$ cat src/rtl/serial_adc_ctrl.sv
// Controller for serial-output SAR ADCs sharing one chip select and conversion clock.
// Generates cs_n and a divided dclock. Drops leading null bits and deserialises each channel MSB-first.
module serial_adc_ctrl #(
  parameter int DATA_W    = 12,
  parameter int LEAD_BITS = 3,
  parameter int NCH       = 1,
  parameter int CLK_DIV   = 1,
  parameter int GAP_CYC   = 2
) (
  input  logic                  clk,
  input  logic                  rst,
  input  logic                  start,
  input  logic                  cont,
  input  logic [NCH-1:0]        data,
  output logic                  dclock,
  output logic                  cs_n,
  output logic                  busy,
  output logic                  valid,
  output logic [NCH*DATA_W-1:0] dout,
  output logic                  overrun
);

  localparam int HW = (CLK_DIV > 1) ? $clog2(CLK_DIV) : 1;
  localparam int GW = (GAP_CYC > 1) ? $clog2(GAP_CYC) : 1;
  localparam logic [HW-1:0] HMAX = HW'(CLK_DIV - 1);
  localparam logic [GW-1:0] GMAX = GW'(GAP_CYC - 1);

  typedef enum logic [1:0] {IDLE, LEAD, SHIFT, GAP} state_t;

  // With no lead bits to discard, conversion starts directly in SHIFT
  localparam state_t FIRST = (LEAD_BITS == 0) ? SHIFT : LEAD;

  state_t                r_state;
  logic                  r_start;
  logic                  r_cont;
  logic [HW-1:0]         r_hcnt;
  logic [5:0]            r_bcnt;
  logic [GW-1:0]         r_gcnt;
  logic [NCH*DATA_W-1:0] r_shift;
  logic [NCH*DATA_W-1:0] r_dout;
  logic                  r_dclock;
  logic                  r_cs_n;
  logic                  r_busy;
  logic                  r_valid;
  logic                  r_overrun;

  function automatic logic [NCH*DATA_W-1:0] shift_in(
    input logic [NCH*DATA_W-1:0] sr,
    input logic [NCH-1:0]        d
  );
    logic [NCH*DATA_W-1:0] res;
    res = sr;
    for (int i = 0; i < NCH; i++)
      res[i*DATA_W +: DATA_W] = (sr[i*DATA_W +: DATA_W] << 1) | DATA_W'(d[i]);
    return res;
  endfunction

  always_ff @(posedge clk or posedge rst) begin
    if (rst) begin
      r_state   <= IDLE;
      r_start   <= 1'b0;
      r_cont    <= 1'b0;
      r_hcnt    <= '0;
      r_bcnt    <= '0;
      r_gcnt    <= '0;
      r_shift   <= '0;
      r_dout    <= '0;
      r_dclock  <= 1'b0;
      r_cs_n    <= 1'b1;
      r_busy    <= 1'b0;
      r_valid   <= 1'b0;
      r_overrun <= 1'b0;
    end else begin
      // Requests are registered first; the FSM acts on them one edge later
      r_start   <= start;
      r_cont    <= cont;
      r_valid   <= 1'b0;
      r_overrun <= 1'b0;
      case (r_state)
        IDLE: begin
          if (r_start || r_cont) begin
            r_state <= FIRST;
            r_cs_n  <= 1'b0;
            r_busy  <= 1'b1;
            r_hcnt  <= '0;
            r_bcnt  <= '0;
          end
        end
        LEAD, SHIFT: begin
          if (r_start) r_overrun <= 1'b1;
          if (r_hcnt != HMAX) begin
            r_hcnt <= r_hcnt + 1'b1;
          end else begin
            r_hcnt   <= '0;
            r_dclock <= ~r_dclock;
            if (!r_dclock) begin
              r_bcnt <= r_bcnt + 1'b1;
              if (r_state == SHIFT) r_shift <= shift_in(r_shift, data);
            end else if (r_state == LEAD) begin
              if (r_bcnt == 6'(LEAD_BITS)) begin
                r_state <= SHIFT;
                r_bcnt  <= '0;
              end
            end else if (r_bcnt == 6'(DATA_W)) begin
              r_cs_n  <= 1'b1;
              r_dout  <= r_shift;
              r_valid <= 1'b1;
              r_gcnt  <= '0;
              r_state <= GAP;
            end
          end
        end
        GAP: begin
          if (r_gcnt != GMAX) begin
            r_gcnt <= r_gcnt + 1'b1;
            if (r_start) r_overrun <= 1'b1;
          end else if (r_cont) begin
            // Re-arm in place; a start landing here is absorbed by this conversion
            r_state <= FIRST;
            r_cs_n  <= 1'b0;
            r_hcnt  <= '0;
            r_bcnt  <= '0;
          end else begin
            r_state <= IDLE;
            r_busy  <= 1'b0;
            if (r_start) r_overrun <= 1'b1;
          end
        end
        default: r_state <= IDLE;
      endcase
    end
  end

  assign dclock  = r_dclock;
  assign cs_n    = r_cs_n;
  assign busy    = r_busy;
  assign valid   = r_valid;
  assign dout    = r_dout;
  assign overrun = r_overrun;

endmodule
$ cat config.mk
export PLATFORM = sky130hd
export DESIGN_NAME = serial_adc_ctrl
export DESIGN_NICKNAME = d
export VERILOG_FILES = /design/src/rtl/serial_adc_ctrl.sv
export SDC_FILE = /design/constraint.sdc
export NUM_CORES = 1
export LEC_CHECK = 0
export CAP_MARGIN = 20
export CORE_ASPECT_RATIO = 0.6
export CORE_MARGIN = 3
export CORE_UTILIZATION = 45
export CTS_CLUSTER_SIZE = 10
export DETAILED_ROUTE_END_ITERATION = 6
export GPL_TIMING_DRIVEN = 0
export PLACE_DENSITY_LB_ADDON = 0.15
export SLEW_MARGIN = 5
export SYNTH_ARGS = -nofsm -noshare
export SYNTH_HDL_FRONTEND = slang
export SYNTH_SLANG_ARGS = --single-unit
export TNS_END_PERCENT = 1
$ cat constraint.sdc
create_clock -name clk -period 3.7 [get_ports clk]
set_input_delay 0.74 -clock clk [delete_from_list [all_inputs] [get_ports clk]]
set_output_delay 0.74 -clock clk [all_outputs]
set_load 0.02 [all_outputs]
==> impl_metrics.py <==
metrics = {
    "logic_synthesis": {
        "yosys.area_share.adder": 0.04785,
        "synth_top_flop_cell": "dfrtp_1",
        "yosys.area_share.simple": 0.09433,
        "synth_commonest_cells": "39 x dfrtp_1, 15 x mux2_2, 9 x inv_1, 9 x mux2_4, 8 x o21ai_0",
        "synth_cell_types": 38,
        "syn-instance-count": 143,
        "synth-xor-area-share": 0.004785,
        "syn_area_per_cell_um2": 12.80,
        "syn_area_um2": 1831,
        "ys_seq_elements": 40,
        "synthArstFlopShare": 1.000,
        "synth-edff-count": 0,
        "synth_top_family_by_area": "multiplexers",
        "synthMuxAreaShare": 0.1770,
        "ys_seq_area_frac": 0.5475,
        "synth_area_leader_cell": "dfrtp_1",
        "synth_top_area_frac": 0.5332,
        "synth_area_leaders": "dfrtp_1 53%, mux2_2 9.2%, mux2_4 7.4%",
        "synth_most_common_cell": "dfrtp_1",
        "yosys_warnings": 0,
        "synth_compound_area_frac": 0.09638,
        "synth_nets": 155,
    },
    "cts": {
        "post-cts-setup-buffers": 0,
        "cts_buffers": 5,
        "clk_pin_slew_ps": 80,
        "htree_levels": 2,
        "cts_sinks": 40,
        "ctsHoldBuffers": 0,
        "cts_root_buf": "clkbuf_8",
        "clk_latency_ps": 300,
        "cts_max_path_buffers": 2,
        "cts_tree": "yes",
        "cts_resized": 0,
    },
    "sta": {
        "fmax_mhz": 456.1,
        "worst_pin_slew_ps": 804.1,
        "maxSlewHeadroom": 0.4632,
        "holdWs_ps": 509.4,
        "hold_viol_final": 0,
        "fin_crit_ps": 2192,
        "final.setup.tns_ps": 0,
        "period_share": 0.5925,
        "skew_ps": 4.138,
        "maxSlewViolCount": 0,
        "finalSetupViolations": 0,
        "grt_setup_unrepaired": "no",
    },
    "layout": {
        "final_util": 0.5790,
        "layout-drive-gt1-share": 0.2384,
        "area_growth_pct": 19.75,
        "num_antenna_cells": 0,
        "final_nets": 183,
    },
    "floorplan": {
        "start_util": 0.4835,
        "fp.dieW_um": 88.34,
        "die_area_um2": 4894,
        "core_um2": 3786,
        "io_pins": 22,
        "num_rows": 17,
        "die_height_um": 55.41,
    },
    "grt": {
        "use_met1": 0.2393,
        "grtUsageTotal": 0.1610,
        "antenna_found_initial": 0,
        "top_usage_layer": "met1",
        "grt_pass1_vias": 1181,
        "gr-usage-met2": 0.2066,
        "grt_overflow": 0,
        "met3_usage": 0.07154,
        "grt_pass1_wl_um": 5961,
        "grt_max_degree": 41,
    },
    "worst_hold_path": {
        "worstHoldPathType": "register to register",
    },
    "run_status": {
        "outcome": "completed",
    },
    "routing": {
        "avgViaCountPerCell": 5.370,
        "drt_pass1_iterations": 4,
        "wl_um": 3432,
        "ant_nets": 0,
        "drc": 0,
        "wl_per_cell_um": 15.67,
        "drtIter0Drc": 92,
        "vias": 1176,
    },
    "critical_path": {
        "crit_required_ps": 2960,
        "r2r-end": "dout[3]",
        "cp_max_fo": 3,
        "cp_top_family": "buffers and inverters",
        "rrSetupSlack_ps": 1730,
        "crit_type": "register to output port",
        "r2r_cells": 7,
        "end_kind": "output port",
        "cpPeakStageDelay_ps": 610,
        "crit_end": "cs_n",
        "path_depth": 1,
        "startpoint_type": "register",
        "r2r_start": "r_state[1]",
        "worstPathCellList": "clkdlybuf4s50_1",
        "path_buf_inv": 1,
        "cp-startpoint": "cs_n",
        "crit_arrival_ps": 1450,
        "slowest_stage": "clkdlybuf4s50_1",
    },
    "power": {
        "p_leak_nw": 1.053,
        "power_mw": 1.113,
        "power_density_nw_per_um2": 507.8,
        "irDropWorstVdd_uv": 203.5,
    },
    "placement": {
        "port_buffers": 21,
        "gp_congestion": 0.8491,
        "hpwl_um": 2384,
    },
    "run": {
        "cap_violations": 0,
    },
}
## flip-flops by register name, indices dropped and copies added (netlist names)
register  flops
dout         12
valid         1
r_gcnt        1
r_cont        1
cs_n          1
dclock        1
busy          1
r_state       2
overrun       1
r_shift      12
r_bcnt        6
r_start       1
## how the worst min path moves through the flow
stage                     start         to  slack [ps]  cells after the start
floorplan             r_bcnt[4]  r_bcnt[4]         470                      1
global placement    r_shift[11]   dout[11]         490                      1
detailed placement    r_bcnt[4]  r_bcnt[4]         490                      1
CTS                   r_bcnt[4]  r_bcnt[4]         500                      1
global route            dout[2]    dout[2]         530                      1
finish                r_bcnt[4]  r_bcnt[4]         510                      1
## cells by family after synthesis
logic type	Yosys count
AOI/OAI and AO/OA	28
xor gates and xnor gates	1
adders and majority gates	7
buffers and inverters	13
DFF	40
muxes	26
and+or+nand+nor	28
## layout by cell type, fill, tap and decap left out, drive strengths merged, types with 2 or more instances in the layout
| master | instances |
|---|---|
| nand2 | 7 |
| or2 | 2 |
| and2 | 2 |
| nor2b | 2 |
| mux2 | 24 |
| o31ai | 2 |
| ha | 7 |
| mux2i | 2 |
| o21ai | 8 |
| buf | 3 |
| nand4b | 2 |
| clkdlybuf4s50 | 21 |
| nor2 | 5 |
| a2bb2oi | 2 |
| dfrtp | 39 |
| clkinv | 2 |
| nor3 | 2 |
| clkbuf | 7 |
| a21oi | 6 |
| o22ai | 2 |
| nor3b | 2 |
| inv | 9 |
## cell type report
| class | count | area, um2 |
|---|---|---|
| Sequential cell | 40 | 1002 |
| Fill cell | 316 | 1594 |
| Tap cell | 47 | 58.81 |
| Buffer | 4 | 25.02 |
| Clock buffer | 6 | 82.58 |
| Multi-Input combinational cell | 90 | 769.5 |
| Timing Repair Buffer | 21 | 210.2 |
| Inverter | 9 | 33.78 |
| Clock inverter | 2 | 10.01 |
## layer usage
layer / up-vias / wire, um
met2: 29 / 1309
li1: 561 / -
met1: 579 / 1867
met3: 7 / 206
met5: - / 0
met4: 0 / 49
## metrics by stage
step	area, um2	instances	worst slack (ps)
after CTS	2192	219	1498
final	2192	219	1508
after global routing	2192	219	1467
after floorplan	1831	143	1950
after global placement	2100	211	1238
after detailed placement	2100	211	1801
## power by group
| part | internal [mW] | leakage [nW] | switching [mW] |
|---|---|---|---|
| sequential | 0.477 | 0.536 | 0.0337 |
| combinational | 0.127 | 0.466 | 0.173 |
| clock | 0.149 | 0.0510 | 0.154 |
Power figures use the tool's default switching activity.
